## config.mk

```make
export PLATFORM = sky130hd
export DESIGN_NAME = ssp_fifo_ctrl
export DESIGN_NICKNAME = d
export VERILOG_FILES = /design/src/rtl/ssp_fifo_ctrl.sv
export SDC_FILE = /design/constraint.sdc
export NUM_CORES = 1
export LEC_CHECK = 0
export BUFFER_PORTS_ARGS = -buffer_cell sky130_fd_sc_hd__buf_4
export CORE_MARGIN = 3
export CORE_UTILIZATION = 50
export DETAILED_ROUTE_END_ITERATION = 8
export HOLD_SLACK_MARGIN = 0.05
export PLACE_DENSITY = 0.65
export SLEW_MARGIN = 20
export SYNTH_ARGS = -nofsm -noshare
export SYNTH_HDL_FRONTEND = slang
export SYNTH_SLANG_ARGS = --single-unit
export TNS_END_PERCENT = 50
```

## constraint.sdc

```tcl
create_clock -name PCLK -period 3.6 [get_ports PCLK]
set_input_delay 0 -clock PCLK [delete_from_list [all_inputs] [get_ports PCLK]]
set_output_delay 0 -clock PCLK [all_outputs]
set_load 0.01 [all_outputs]
```

## src/rtl/ssp_fifo_ctrl.sv

```systemverilog
// Transmit/receive FIFO pair for a PL022-style SSP: buffers SSPDR traffic between
// the APB register block and the shift engine and derives status and raw interrupts.
module ssp_fifo_ctrl #(
    parameter int DW         = 16,
    parameter int DEPTH      = 8,
    parameter int AW         = 3,
    parameter int RT_TIMEOUT = 64
) (
    input  logic          PCLK,
    input  logic          PRESETn,
    input  logic          sse,
    input  logic          tx_wr,
    input  logic [DW-1:0] tx_wdata,
    input  logic          rx_rd,
    output logic [DW-1:0] rx_rdata,
    input  logic          tx_pop,
    output logic [DW-1:0] tx_rdata,
    output logic          tx_empty,
    input  logic          rx_push,
    input  logic [DW-1:0] rx_wdata,
    input  logic          core_busy,
    input  logic          ovr_clr,
    input  logic          rt_clr,
    output logic [AW:0]   tx_level,
    output logic [AW:0]   rx_level,
    output logic [4:0]    ssp_status,
    output logic [3:0]    intr_raw
);

    localparam int CW = $clog2(RT_TIMEOUT + 1);
    localparam logic [AW:0]   LVL_ZERO = {(AW+1){1'b0}};
    localparam logic [AW:0]   LVL_ONE  = (AW+1)'(1);
    localparam logic [AW:0]   LVL_FULL = (AW+1)'(DEPTH);
    localparam logic [AW:0]   LVL_HALF = (AW+1)'(DEPTH / 2);
    localparam logic [AW-1:0] PTR_ZERO = {AW{1'b0}};
    localparam logic [AW-1:0] PTR_ONE  = AW'(1);
    localparam logic [CW-1:0] CNT_ZERO = {CW{1'b0}};
    localparam logic [CW-1:0] CNT_ONE  = CW'(1);
    localparam logic [CW-1:0] CNT_MAX  = CW'(RT_TIMEOUT);
    localparam logic [CW-1:0] CNT_ARM  = CW'(RT_TIMEOUT - 1);

    logic [DW-1:0] tx_mem_r [DEPTH];
    logic [DW-1:0] rx_mem_r [DEPTH];
    logic [AW-1:0] tx_wptr_r, tx_rptr_r, rx_wptr_r, rx_rptr_r;
    logic [AW:0]   tx_level_r, rx_level_r, tx_level_nx_s, rx_level_nx_s;
    logic [CW-1:0] rt_cnt_r;
    logic          ovr_r, rt_r;
    logic          tx_empty_s, tx_full_s, rx_empty_s, rx_full_s;
    logic          tx_wr_ok_s, tx_pop_ok_s, rx_push_ok_s, rx_rd_ok_s;
    logic          ovr_set_s, rt_hold_s, rt_set_s, rt_clear_s, bsy_s;

    assign tx_empty_s   = (tx_level_r == LVL_ZERO);
    assign tx_full_s    = (tx_level_r == LVL_FULL);
    assign rx_empty_s   = (rx_level_r == LVL_ZERO);
    assign rx_full_s    = (rx_level_r == LVL_FULL);
    // A write into a full FIFO is only accepted when the head leaves in the same edge.
    assign tx_pop_ok_s  = tx_pop & ~tx_empty_s;
    assign tx_wr_ok_s   = tx_wr & (~tx_full_s | tx_pop_ok_s);
    assign rx_rd_ok_s   = rx_rd & ~rx_empty_s;
    assign rx_push_ok_s = rx_push & (~rx_full_s | rx_rd_ok_s);
    assign ovr_set_s    = rx_push & rx_full_s & ~rx_rd_ok_s;

    // Next TX occupancy from accepted write/pop.
    always_comb begin
        tx_level_nx_s = tx_level_r;
        case ({tx_wr_ok_s, tx_pop_ok_s})
            2'b10:   tx_level_nx_s = tx_level_r + LVL_ONE;
            2'b01:   tx_level_nx_s = tx_level_r - LVL_ONE;
            default: tx_level_nx_s = tx_level_r;
        endcase
    end

    // Next RX occupancy from accepted push/read.
    always_comb begin
        rx_level_nx_s = rx_level_r;
        case ({rx_push_ok_s, rx_rd_ok_s})
            2'b10:   rx_level_nx_s = rx_level_r + LVL_ONE;
            2'b01:   rx_level_nx_s = rx_level_r - LVL_ONE;
            default: rx_level_nx_s = rx_level_r;
        endcase
    end

    // FIFO storage; contents are not reset.
    always_ff @(posedge PCLK) begin
        if (tx_wr_ok_s) tx_mem_r[tx_wptr_r] <= tx_wdata;
        if (rx_push_ok_s) rx_mem_r[rx_wptr_r] <= rx_wdata;
    end

    // Pointers and levels for both FIFOs.
    always_ff @(posedge PCLK or negedge PRESETn) begin
        if (!PRESETn) begin
            tx_wptr_r  <= PTR_ZERO;
            tx_rptr_r  <= PTR_ZERO;
            rx_wptr_r  <= PTR_ZERO;
            rx_rptr_r  <= PTR_ZERO;
            tx_level_r <= LVL_ZERO;
            rx_level_r <= LVL_ZERO;
        end else begin
            if (tx_wr_ok_s)   tx_wptr_r <= tx_wptr_r + PTR_ONE;
            if (tx_pop_ok_s)  tx_rptr_r <= tx_rptr_r + PTR_ONE;
            if (rx_push_ok_s) rx_wptr_r <= rx_wptr_r + PTR_ONE;
            if (rx_rd_ok_s)   rx_rptr_r <= rx_rptr_r + PTR_ONE;
            tx_level_r <= tx_level_nx_s;
            rx_level_r <= rx_level_nx_s;
        end
    end

    // The timeout window restarts on any RX activity and cannot re-arm while saturated.
    assign rt_hold_s  = rx_push | rx_rd | rx_empty_s;
    assign rt_set_s   = ~rt_hold_s & (rt_cnt_r == CNT_ARM);
    assign rt_clear_s = rt_clr | rx_rd | rx_empty_s;

    // Sticky overrun, receive-timeout flag and inactivity counter.
    always_ff @(posedge PCLK or negedge PRESETn) begin
        if (!PRESETn) begin
            ovr_r    <= 1'b0;
            rt_r     <= 1'b0;
            rt_cnt_r <= CNT_ZERO;
        end else begin
            ovr_r <= ovr_set_s | (ovr_r & ~ovr_clr);
            if (rt_clear_s)    rt_r <= 1'b0;
            else if (rt_set_s) rt_r <= 1'b1;
            if (rt_hold_s)                rt_cnt_r <= CNT_ZERO;
            else if (rt_cnt_r != CNT_MAX) rt_cnt_r <= rt_cnt_r + CNT_ONE;
        end
    end

    assign bsy_s      = core_busy | (sse & ~tx_empty_s);
    assign tx_rdata   = tx_empty_s ? {DW{1'b0}} : tx_mem_r[tx_rptr_r];
    assign rx_rdata   = rx_empty_s ? {DW{1'b0}} : rx_mem_r[rx_rptr_r];
    assign tx_empty   = tx_empty_s;
    assign tx_level   = tx_level_r;
    assign rx_level   = rx_level_r;
    assign ssp_status = {bsy_s, rx_full_s, ~rx_empty_s, ~tx_full_s, tx_empty_s};
    assign intr_raw   = {rt_r, (rx_level_r >= LVL_HALF), (tx_level_r <= LVL_HALF), ovr_r};

endmodule

```

### After elaboration in Yosys (flattened, before gate mapping)

Memory sizes are Yosys's and may differ from the RTL's.
Cells that the tools add are included.
Widths: inputs -> output; s select.

| word-level totals | value |
|---|---|
| flip-flop bits (word level) | 29 |
| bits in latches | 0 |
| bits in writable memories | 256 |
| bits in read-only memories | 0 |
| input port bits | 42 |
| word-level logic and storage cells | 72 |
| memories | 2 |

Memories:

| name | words | bits a word | rd ports | clocked after Yosys merged registers in | wr ports | line | source |
|---|---|---|---|---|---|---|---|
| rx_mem_r | 8 | 16 | 1 | 0 | 1 | 43 | `logic [DW-1:0] rx_mem_r [DEPTH];` |
| tx_mem_r | 8 | 16 | 1 | 0 | 1 | 42 | `logic [DW-1:0] tx_mem_r [DEPTH];` |

| operators by class | value |
|---|---|
| $add $sub $neg | 9 |
| multipliers | 0 |
| div/mod/pow operators | 0 |
| $lt $le $gt $ge | 2 |
| equal/unequal tests | 8 |
| shifts and indexed selects | 0 |
| multiplexer cells | 12 |
| bitwise operators | 24 |
| reductions and logical operators | 6 |

Operator list:

| cell | count |
|---|---|
| $mux 16 | 2 |
| $pmux 4 s2 | 2 |
| $mux 7 | 2 |
| $add 3x1->3 const B | 4 |
| $and 1x1->1 | 9 |
| $add 4x1->4 const B | 2 |
| $eq 4x4->1 const B | 2 |
| $logic_not 4->1 | 2 |
| $or 1x1->1 | 8 |
| $reduce_bool 2->1 | 4 |
| $sub 4x1->4 const B | 2 |
| $add 7x1->7 const B | 1 |
| $eq 7x6->1 const B | 1 |
| $ne 7x7->1 const B | 1 |
| $not 1->1 | 7 |
| $mux 1 | 6 |
| $eq 2x1->1 const B | 2 |
| $eq 2x2->1 const B | 2 |
| $ge 4x3->1 const B | 1 |
| $le 4x3->1 const B | 1 |

### Longest topological paths before layout

Gate-level depths: netlist (run 1).

| depth | value |
|---|---|
| word-level depth | 7 |
| gate-level depth with buffers | 11 |
| mapped depth without buffers | 10 |

### Worst setup path after synthesis (run 1)

OpenSTA, ideal clock, no wires.

| timing | value |
|---|---|
| kind | reg2reg |
| start point | register tx_level_r[0] (netlist: tx_level[0]) |
| end point | register tx_level_r[3] (netlist: tx_level[3]) |
| arrival time | 2.802 ns |
| required time | 3.466 ns |
| setup slack | 0.665 ns |
| cell stages (with the launch flop) | 9 |
| path buffers | 1 |
| cells stage by stage | dfrtp_1 > or4b_1 > buf_2 > o21ai_4 > ha_1 > ha_1 > or4b_2 > o311ai_0 > o211ai_1 |

RTL lines:

| what | line | source |
|---|---|---|
| start: declaration | 45 | `logic [AW:0] tx_level_r, rx_level_r, tx_level_nx_s, rx_level_nx_s;` |
| start signal: assignment | 103 | `tx_level_r <= tx_level_nx_s;` |
| $eq 4x4->1 (*) | 53 | `assign tx_full_s = (tx_level_r == LVL_FULL);` |
| $not 1->1 (*) | - |  |
| net ssp_status[1] | 26 | `output logic [4:0] ssp_status,` |
| $or 1x1->1 (*) | 58 | `assign tx_wr_ok_s = tx_wr & (~tx_full_s \| tx_pop_ok_s);` |
| $and 1x1->1 (*) | 58 |  |
| $eq 2x1->1 / $eq 2x2->1 (equally long branches) | 66 | `case ({tx_wr_ok_s, tx_pop_ok_s})` |
| $pmux 4 s2 / $reduce_bool 2->1 (equally long branches) | - |  |

The timed path passes the listed nets; every way through them passes the cells marked *.
A chain may end at the register's enable or synchronous reset.

### Final worst setup path (run 1)

| timing | value |
|---|---|
| start point | register tx_level_r[0] (netlist: tx_level[0]) |
| end point | register tx_level_r[3] (netlist: tx_level[3]) |

| on the way | value |
|---|---|
| word-level cells in the longest chain between the ends | 7 |

RTL lines:

| what | line | source |
|---|---|---|
| $logic_not 4->1 | 52 | `assign tx_empty_s = (tx_level_r == LVL_ZERO);` |
| $not 1->1 | 57 | `assign tx_pop_ok_s = tx_pop & ~tx_empty_s;` |
| $and 1x1->1 | 57 |  |
| $or 1x1->1 | 58 |  |
| $and 1x1->1 | 58 |  |
| $eq 2x1->1 / $eq 2x2->1 (equally long branches) | 66 |  |
| $pmux 4 s2 / $reduce_bool 2->1 (equally long branches) | - |  |

Several ways; a longest one is shown, not always the timed one.

==> key figures, run 1 <==
Timing
  – Final period utilization: 92.11%
  – Fin. max-slew vios: 0
  – Fmax: 301.6 MHz
  – Final TNS setup: 0 ns
  – Slew HR: 30.55%
  – Final setup viols: 0
  – Max Clock Skew: between 0.015 and 0.02 ns
  – Tightest Pin Transition: 1.038 ns
  – RSZ-0062 raised after global routing: false
  – Fin crit period: 3.316 ns
  – Final Hold Fails: 0

Clock network
  – CTS tree: built
  – Post-CTS Setup Repair Bufs: 0
  – Post-cts resize count: 0
  – TritonCTS Buffers: 30
  – CTS Hold Bufs: 44
  – Max Root-Sink Buffers: 3
  – Clock Latency Late Sink: about 0.54 ns
  – Reg clk slew, reported paths: around 0.06 ns
  – Root buf cell: clkbuf_16
  – Clock sinks: 285
  – Clock H-tree levels: 1

Min path
  – Endpoint, Worst Hold: rx_mem_r[4][14]
  – HP Start: rx_wdata[14]
  – Worst hold path depth: 2
  – Worst hold path class: input pin to flop

Critical path
  – Setup CP Type: flop to flop
  – R2R depth: 7
  – RR Endpoint: tx_level[3]
  – Crit path arrival time: about 3.7 ns
  – CP Launch Type: flop
  – Reg2Reg Setup Slack: between 0.2 and 0.3 ns
  – Worst setup EP type: flop
  – CP max FO: 9
  – Critical path data required time: 4.01 ns
  – RR Startpoint: tx_level[0]

Yosys
  – Synth cell types: 50
  – Top-area cell type share of the netlist area: between 60% and 70%
  – Ys Warns: 0
  – Count leader, synth: edfxtp_1
  – Largest cells by area after synthesis: edfxtp_1, mux4_2, dfrtp_1
  – Sequential area share after synthesis: 73.70%
  – Cell taking the most area after synthesis: edfxtp_1
  – Mux cell area share after synthesis: 13.43%
  – Synth cell count leaders: edfxtp_1, mux4_2, a22o_1
  – Post-synthesis simple-gate area fraction: 3.453%
  – Largest family of logic cells by synthesized area: multiplexers
  – Xor and xnor area share after synthesis: 1.151%
  – Netlist Area Pre-Place: 11,410 µm²
  – Syn avg cell area: 20.20 µm²
  – #FFs+latches synth: 285
  – Synth Flop Type: edfxtp_1
  – Compound-gate portion of the synthesized area: 4.450%
  – Post-synth EDFFs: approximately 260
  – Post-Synth Adder-Cell Area: 1.491%
  – Ys async rst share: 10.18%
  – Post-Syn Instances: 565
  – Net count after synthesis: 620

Floorplanning
  – Initial cell density of the core: roughly half
  – Row count: 54
  – Core area: roughly 22,000 µm²
  – Die X: 157.1 µm
  – Die Area: between 20,000 and 25,000 µm²
  – Top Ports: 92
  – Die height: approximately 160 µm

Drt
  – Post-route DRC: 0
  – DR WL/cell: 22.12 µm
  – DR vias/cell: 5.674
  – Via count: around 5.7k
  – DRT Wirelength: 22.41 mm
  – 1st-pass router iterations: 5
  – Final ANT Viol Nets: 0
  – 1st-iter DRT viols: between 400 and 500

Power and ir drop
  – Pwr dens: just over 800 nW/µm²
  – Leak pwr: 4.822 nW
  – Worst vdd ir: 0.0008064 V
  – Tot Pwr: 11.13 mW

Finish
  – Post-route design area: 13,830 µm²
  – Final Core Density: between 60% and 70%
  – Final net count: 763
  – Layout area overhead: 21.20%
  – Share of cells above drive strength 1: 33.33%

GRT
  – First-pass GRT wire length: 35.20 mm
  – Congestion Overflow GR: 0
  – Total track usage: 18.73%
  – Initial antenna violation count: 1
  – Largest net degree at the start of global routing: 35
  – Vias in the first global route: 6,204

Place
  – DP Area: about 12,000 µm²
  – HPWL Detailed: 12.75 mm
  – GP Congestion: 0.7439
  – Port-buffer cells: 91

Status
  – Outcome: finished clean

Flow run
  – MaxCap Viol Count: 0
[layout make-up]
type	instances	area [µm²]
Antenna cell	1	2.502
Tap cell	280	350.3
Sequential cell	285	8417
Fill cell	1513	8259
Timing Repair Buffer	146	1216
Clock inverter	13	87.58
Multi-Input combinational cell	230	2844
Inverter	15	56.30
Clock buffer	43	860.8
[stage by stage]
step / hold WS (ns) / worst slack [ns] / cells
final: 0.2425 / 0.2841 / 1013
after global routing: 0.2410 / 0.1667 / 1013
after CTS: 0.2135 / 0.2659 / 1012
after detailed placement: -0.04827 / 0.2647 / 912
after global placement: -0.05680 / 0.4454 / 912
after floorplan: -0.2956 / 0.6648 / 565
[per-layer routing]
| metal | wire length (µm) | GRT usage, % | vias up |
|---|---|---|---|
| met5 | 0 | 0 | - |
| met4 | 439 | 4.132 | 0 |
| met3 | 974 | 2.750 | 36 |
| met2 | 12000 | 33.32 | 143 |
| met1 | 8991 | 24.81 | 2955 |
| li1 | - | - | 2614 |
[worst max path at each step]
stage | from | endpoint | slack, ns | cells past startpoint
after global placement | tx_level[0] | tx_level[3] | 0.45 | 7
after CTS | tx_level[0] | tx_level[3] | 0.27 | 7
after detailed placement | tx_level[0] | tx_level[3] | 0.26 | 7
final | tx_level[0] | tx_level[3] | 0.28 | 7
after floorplan | tx_level[0] | tx_level[3] | 0.66 | 8
after global routing | tx_level[0] | tx_level[3] | 0.17 | 7
[cells in the final DEF, fill, tap and decap left out, types with 3 or more instances in the layout]
cell type | Yosys | routed
mux4_2 | 64 | 64
nand2b_1 | 5 | 5
dfrtp_1 | 29 | 26
nor4_2 | 1 | 3
a21oi_1 | 7 | 7
clkbuf_1 | 13 | 8
a22o_1 | 32 | 32
o211ai_1 | 5 | 5
nand3_1 | 7 | 7
clkinv_2 | 0 | 10
buf_4 | 5 | 102
o21ai_0 | 6 | 6
edfxtp_1 | 256 | 256
nor3_4 | 0 | 8
or3_1 | 4 | 4
dfrtp_2 | 0 | 3
mux2_2 | 4 | 4
inv_1 | 14 | 14
xnor2_1 | 11 | 11
dlygate4sd3_1 | 0 | 43
clkbuf_8 | 0 | 4
nand2_1 | 7 | 7
nor2_1 | 12 | 10
nor3b_1 | 4 | 4
ha_1 | 12 | 12
clkbuf_16 | 0 | 31
o21a_1 | 3 | 3
xor2_1 | 4 | 4
[cell families (layout without fill, tap and decap cells)]
logic type	after synthesis	in the layout
flip-flops	285	285
AO/OA/AOI/OAI	63	63
adder cells (fa/ha/maj)	13	13
other	0	1
AND/OR/NAND/NOR	67	67
multiplexers	72	72
buffers and inverters	50	217
XOR/XNOR	15	15
[where the power goes]
group / internal, mW / leakage [nW] / total, mW / switching, mW
Sequential: 4.19 / 2.68 / 4.62 / 0.432
Combinational: 1.85 / 1.66 / 3.61 / 1.75
Clock: 1.72 / 0.477 / 2.91 / 1.18
[worst max-delay path, cell delays in order (launching register included)]
cell and delay (ns):
dfrtp_1 0.47, or4b_1 0.64, o21ai_4 0.38, ha_1 0.40, ha_1 0.35, or4b_2 0.68
o311ai_0 0.12, o211ai_1 0.14
[sequential cells by signal (all words and copies together) (netlist names)]
signal,count
rx_mem_r,128
tx_mem_r,128
rt_cnt_r,7
rx_level,4
tx_level,4
rx_rptr_r,3
rx_wptr_r,3
tx_rptr_r,3
tx_wptr_r,3
ovr_r,1
rt_r,1
(Power assumes the default switching activity.)
==> run 2: changes to the inputs <==
--- a/config.mk
+++ b/config.mk
@@ -6,11 +6,12 @@
 export NUM_CORES = 1
 export LEC_CHECK = 0
 export BUFFER_PORTS_ARGS = -buffer_cell sky130_fd_sc_hd__buf_4
+export CORE_ASPECT_RATIO = 1.5
 export CORE_MARGIN = 3
-export CORE_UTILIZATION = 50
+export CORE_UTILIZATION = 51
 export DETAILED_ROUTE_END_ITERATION = 8
 export HOLD_SLACK_MARGIN = 0.05
-export PLACE_DENSITY = 0.65
+export PLACE_DENSITY = 0.67
 export SLEW_MARGIN = 20
 export SYNTH_ARGS = -nofsm -noshare
 export SYNTH_HDL_FRONTEND = slang
==> run 2 against run 1 <==
Sequential share of layout area increased by 0.70 points; utilization decreased by 0.11 points; total power decreased by 2.9%; worst hold slack improved by 0.015 ns; clock skew decreased by 0.0058 ns; critical path type unchanged; largest cell class unchanged; highest routed layer unchanged.
==> key figures, run 2 (synthesis gave the netlist of run 1 again) <==
Floorplanning
  – Initial cell density of the core: 52.16%
  – Die height: 189.2 µm
  – Top Ports: 92
  – Die Area: roughly 24,000 µm²
  – Die X: 128.2 µm
  – Core area: 21,880 µm²
  – Row count: 66

Finish
  – Number of inserted diodes: 0
  – Layout area overhead: 19.84%
  – Share of cells above drive strength 1: roughly a third
  – Post-route design area: 13,680 µm²
  – Most frequent cells in the layout: edfxtp_1, buf_4, mux4_2
  – Final non-filler cell total: 997
  – Regs by FF count: rx_mem_r: 128 flops, tx_mem_r: 128 flops, rt_cnt_r: 7 flops
  – Filler Cells Inserted: 1,496
  – Most common cell after layout, fill and taps aside: edfxtp_1
  – Final net count: 760

Power and ir drop
  – Worst vdd ir: 0.0005315 V
  – Clock power frac: 23.8%
  – Sequential cell fraction of total power: 43.6%
  – Combinational power share: 32.7%
  – Sw Pwr: 3.316 mW
  – Pwr dens: 789.7 nW/µm²
  – Leak pwr: approximately 4.7 nW
  – Int Pwr: 7.487 mW
  – Sw Share: 30.69%
  – Tot Pwr: ~11 mW

Critical path
  – Worst setup EP type: flop
  – Setup CP Type: flop to flop
  – Slowest CP cell: or4b_2
  – Critical path data required time: 3.99 ns
  – Critical Path Most Common Cell: ha_1
  – Crit path arrival time: 3.68 ns
  – CP Launch Type: flop
  – Cell Chain, Critical Path: or4b_1 -> o21ai_4 -> ha_1 -> ha_1 -> or4b_2 -> o311ai_0 -> o211ai_1
  – Max incr delay on CP: 0.69 ns
  – CP max FO: 9

Timing
  – Slew HR: just under 30%
  – Max Clock Skew: between 0.01 and 0.015 ns
  – Fin crit period: 3.291 ns
  – Tightest Pin Transition: 1.060 ns
  – Fin. max-slew vios: 0
  – Final setup viols: 0
  – Final period utilization: 91.43%
  – Final Hold Fails: 0
  – RSZ-0062 raised after global routing: false
  – Worst hold slack: 0.2575 ns
  – Fmax: 303.8 MHz
  – Final TNS setup: 0 ns

Clock network
  – Root buf cell: clkbuf_16
  – Clock H-tree levels: 1
  – CTS Hold Bufs: 45
  – Max Root-Sink Buffers: 3
  – Clock sinks: approximately 290
  – Post-CTS Setup Repair Bufs: 0
  – Clock Latency Late Sink: approximately 0.52 ns
  – Post-cts resize count: 0
  – Reg clk slew, reported paths: 0.06 ns
  – CTS tree: built
  – TritonCTS Buffers: 26

GRT
  – Initial antenna violation count: 0
  – Vias in the first global route: 6,342
  – Congestion Overflow GR: 0
  – First-pass GRT wire length: between 30 and 40 mm
  – Total track usage: roughly a fifth
  – Largest net degree at the start of global routing: 35

Place
  – GP Congestion: 0.7782
  – DP Area: 12,420 µm²
  – HPWL Detailed: 13.53 mm
  – Port-buffer cells: a little over 90
  – Placed cells: 904

Drt
  – DR WL/cell: 22.65 µm
  – DRT Wirelength: 22.59 mm
  – 1st-iter DRT viols: 291
  – Post-route DRC: 0
  – DR vias/cell: 5.788
  – Via count: 5,771
  – Final ANT Viol Nets: 0
  – 1st-pass router iterations: 4

Min path
  – Worst hold path class: input pin to output pin

Flow run
  – MaxCap Viol Count: 0

Status
  – Outcome: finished clean
[run 2: layout make-up]
| class | count | area (µm²) | area share (%) |
|---|---|---|---|
| multi-input cells | 230 | 2844 | 20.79 |
| flip-flops and latches | 285 | 8418 | 61.54 |
| inverters | 15 | 56.30 | 0.4116 |
| well taps | 272 | 340.3 | 2.488 |
| clock buffers | 33 | 698.2 | 5.104 |
| clock inverters | 15 | 96.34 | 0.7043 |
| repair buffers | 147 | 1226 | 8.964 |
[run 2: final timing paths]
path                         startpoint             to  slack, ns  cells past startpoint
hold / removal                core_busy  ssp_status[4]       0.26                      3
setup reg to reg            tx_level[0]    tx_level[3]       0.31                      7
min in group asynchronous       PRESETn   tx_rptr_r[1]       0.51                      4
setup / recovery            tx_level[0]    tx_level[3]       0.31                      7
max in group asynchronous       PRESETn   rx_rptr_r[0]       2.91                      4
hold reg to reg            rx_rptr_r[2]   rx_rptr_r[2]       0.52                      1
[run 2: power by group through the flow]
stage	Combinational (mW)	Sequential [mW]	Clock (mW)
finish	3.53	4.71	2.57
global route	3.83	4.78	2.77
CTS	3.62	4.72	2.64
detailed placement	3.57	4.78	0
global placement	3.49	4.73	0
floorplan	2.47	4.45	0
[run 2: through the flow]
step                      util [%]  setup WS (ns)
after CTS                    62.51         0.2902
after detailed placement     56.78         0.3017
after global routing         62.51         0.1110
after global placement       56.78         0.4472
final                        62.51         0.3085
after floorplan                  -         0.6648
[run 2: layer usage]
layer  track usage (%)  wire length, µm  up-vias
met1             22.41             8371     3012
met3             2.710              887       28
met2             36.56            12980      139
li1                  -                -     2592
met4             4.412              342        0
met5                 0                0        -
[run 2: critical path: cells and delay by family, from the launching register on]
kind	cells	cell delay [ns]
AOI/OAI and AO/OA	3	0.63
and+or+nand+nor	2	1.32
adders and majority gates	2	0.73
DFF	1	0.48
==> run 3: changes to the inputs <==
--- a/config.mk
+++ b/config.mk
@@ -6,7 +6,7 @@
 export NUM_CORES = 1
 export LEC_CHECK = 0
 export BUFFER_PORTS_ARGS = -buffer_cell sky130_fd_sc_hd__buf_4
-export CORE_ASPECT_RATIO = 1.5
+export CORE_ASPECT_RATIO = 0.75
 export CORE_MARGIN = 3
 export CORE_UTILIZATION = 51
 export DETAILED_ROUTE_END_ITERATION = 8
==> constraint.sdc (replaced) <==
create_clock -name PCLK -period 3.1 [get_ports PCLK]
set_input_delay 0 -clock PCLK [delete_from_list [all_inputs] [get_ports PCLK]]
set_output_delay 0 -clock PCLK [all_outputs]
set_load 0.01 [all_outputs]
==> run 3 against run 2 <==
Total power is 17% higher; combinational power increased by 23%; fmax rose by 11%; worst hold slack got worse by 0.0069 ns; register-to-register slack worse by 0.17 ns; largest cell class unchanged; utilization up 1.4 points; via count up 1.9%; highest routed layer unchanged; design area is 0.91% higher; critical path depth down 1.
==> key figures, run 3 (synthesis gave the netlist of run 1 again) <==
GRT
  – Initial antenna violation count: 0
  – Vias in the first global route: 6,249
  – Largest net degree at the start of global routing: 31
  – Congestion Overflow GR: 0
  – First-pass GRT wire length: 35.89 mm
  – Total track usage: 19.54%

Finish
  – Filler Cells Inserted: 1,531
  – Final net count: 769
  – Area of the multi-input gates: 2839 µm²
  – Number of inserted diodes: 0
  – Layout area overhead: 20.92%
  – Regs by FF count: rx_mem_r: 128 flops, tx_mem_r: 128 flops, rt_cnt_r: 7 flops
  – Most common cell after layout, fill and taps aside: edfxtp_1
  – Share of cells above drive strength 1: 32.65%
  – Most frequent cells in the layout: edfxtp_1, buf_4, mux4_2
  – Final non-filler cell total: 1,023
  – FF/Latch Area: around 8400 µm²

Timing
  – RSZ-0062 raised after global routing: false
  – Final TNS setup: 0 ns
  – Fmax: 337.4 MHz
  – Slew HR: 27.07%
  – Tightest Pin Transition: 1.090 ns
  – Fin. max-slew vios: 0
  – Final worst slack: between 0.1 and 0.15 ns
  – Final setup viols: 0
  – Final period utilization: between 90% and 100%
  – Fin crit period: 2.964 ns
  – Max Clock Skew: 0.006069 ns
  – Final Hold Fails: 0

Critical path
  – Slowest CP cell: or4b_4
  – Worst Setup SP: rx_level[2]
  – Critical path data required time: 3.47 ns
  – RR Startpoint: rx_level[2]
  – Crit path arrival time: roughly 3.3 ns
  – CP max FO: 9
  – CP Launch Type: flop
  – Reg2Reg Setup Slack: ~0.14 ns
  – Setup CP Type: flop to flop
  – Max incr delay on CP: roughly 0.63 ns
  – RR Endpoint: rx_level[3]
  – R2R depth: 6
  – Cell Chain, Critical Path: or4b_4 -> o21ai_4 -> ha_1 -> or3b_2 -> a2111oi_0 -> o221ai_1
  – Worst setup EP type: flop

Clock network
  – Max Root-Sink Buffers: 3
  – Clock sinks: 285
  – Reg clk slew, reported paths: ~0.060 ns
  – Root buf cell: clkbuf_16
  – CTS tree: built
  – Clock H-tree levels: 1
  – Clock Latency Late Sink: 0.52 ns
  – TritonCTS Buffers: 27

Place
  – HPWL Detailed: 13.66 mm
  – GP Congestion: about 0.77
  – Port-buffer cells: 91
  – Worst slack, placed: 0.2646 ns
  – Placed cells: 927

Min path
  – Worst hold path depth: 2
  – Worst hold path class: input pin to flop
  – Endpoint, Worst Hold: rx_mem_r[7][5]
  – HP Start: rx_wdata[5]

Drt
  – DR WL/cell: 22.41 µm
  – Via count: 5,881
  – WL met1: about 10 mm
  – Post-route DRC: 0
  – 1st-pass router iterations: 4
  – Metal3 WL: 1.343 mm
  – DRT Wirelength: 22.93 mm
  – Uppermost routed layer: met4
  – 1st-iter DRT viols: 468
  – Final ANT Viol Nets: 0
  – DR vias/cell: 5.749
  – Met2 WL: 11.05 mm

Floorplanning
  – Die Area: 24,230 µm²
  – Row count: 46
  – Core area: 21,580 µm²
  – Die X: 178.8 µm
  – Die height: between 100 and 150 µm
  – Initial cell density of the core: 52.89%
  – Top Ports: 92

Power and ir drop
  – Leak pwr: 4.801 nW
  – Worst vdd ir: 0.0005278 V
  – Tot Pwr: 12.69 mW
  – Pwr dens: 919.2 nW/µm²

Status
  – Outcome: finished clean

Flow run
  – MaxCap Viol Count: 0
==> run 3: cell types whose count changed in the layout (fill, tap and decap cells not counted), moves of 2 or more <==
cell / change
clkbuf_1: +2
nor2_2: -2
dfrtp_1: +2
buf_12: +2
clkbuf_8: +4
buf_4: +5
dfrtp_2: -2
nor2_1: +2
==> run 3: worst max-delay path by stage <==
stage                             end  slack (ns)  cells after the start
final                     rx_level[3]        0.14                      6
after global routing      rx_level[3]        0.04                      6
after CTS                 rx_level[3]        0.25                      6
after detailed placement  tx_level[3]        0.26                      8
after global placement    tx_level[3]        0.33                      8
after floorplan           tx_level[3]        0.16                      8
==> run 3: power by group <==
part	internal (mW)	leakage [nW]	total, mW	switching [mW]
Sequential	4.86	2.68	5.32	0.460
Combinational	2.23	1.72	4.34	2.12
Clock	1.70	0.403	3.03	1.33
==> run 3: area by class of cell <==
cell class | instances | area share (%)
Clock inverter | 11 | 0.3807
Multi-Input combinational cell | 230 | 20.57
Clock buffer | 39 | 5.511
Tap cell | 288 | 2.611
Sequential cell | 285 | 60.97
Timing Repair Buffer | 155 | 9.554
Inverter | 15 | 0.4079
==> run 3: worst max-delay path, delay by kind of cell, from the launching register on <==
kind                     cells  cell delay (ns)
AO/OA/AOI/OAI                3             0.93
flip-flops                   1             0.48
AND/OR/NAND/NOR              2             1.12
adder cells (fa/ha/maj)      1             0.28
==> run 3: stage by stage <==
step / hold slack [ns] / utilization, % / instance area, µm²
6_report: 0.2506 / 63.95 / 13800
5_1_grt: 0.2461 / 63.95 / 13800
4_1_cts: 0.2321 / 63.88 / 13790
3_5_place_dp: -0.04539 / 57.98 / 12510
3_3_place_gp: -0.05187 / 57.98 / 12510
2_1_floorplan: -0.2956 / - / 11410
==> run 3: routing by layer <==
layer	up-vias	global-route usage [%]
li1	2615	-
met1	3088	29.24
met2	149	31.25
met3	29	3.137
met4	0	3.503
met5	-	0
==> run 3: timing repair <==
item,in CTS,in global routing
hold buffers,45,0
resized for setup,0,0
buffers inserted,0,0
hold endpoints to repair,305,0
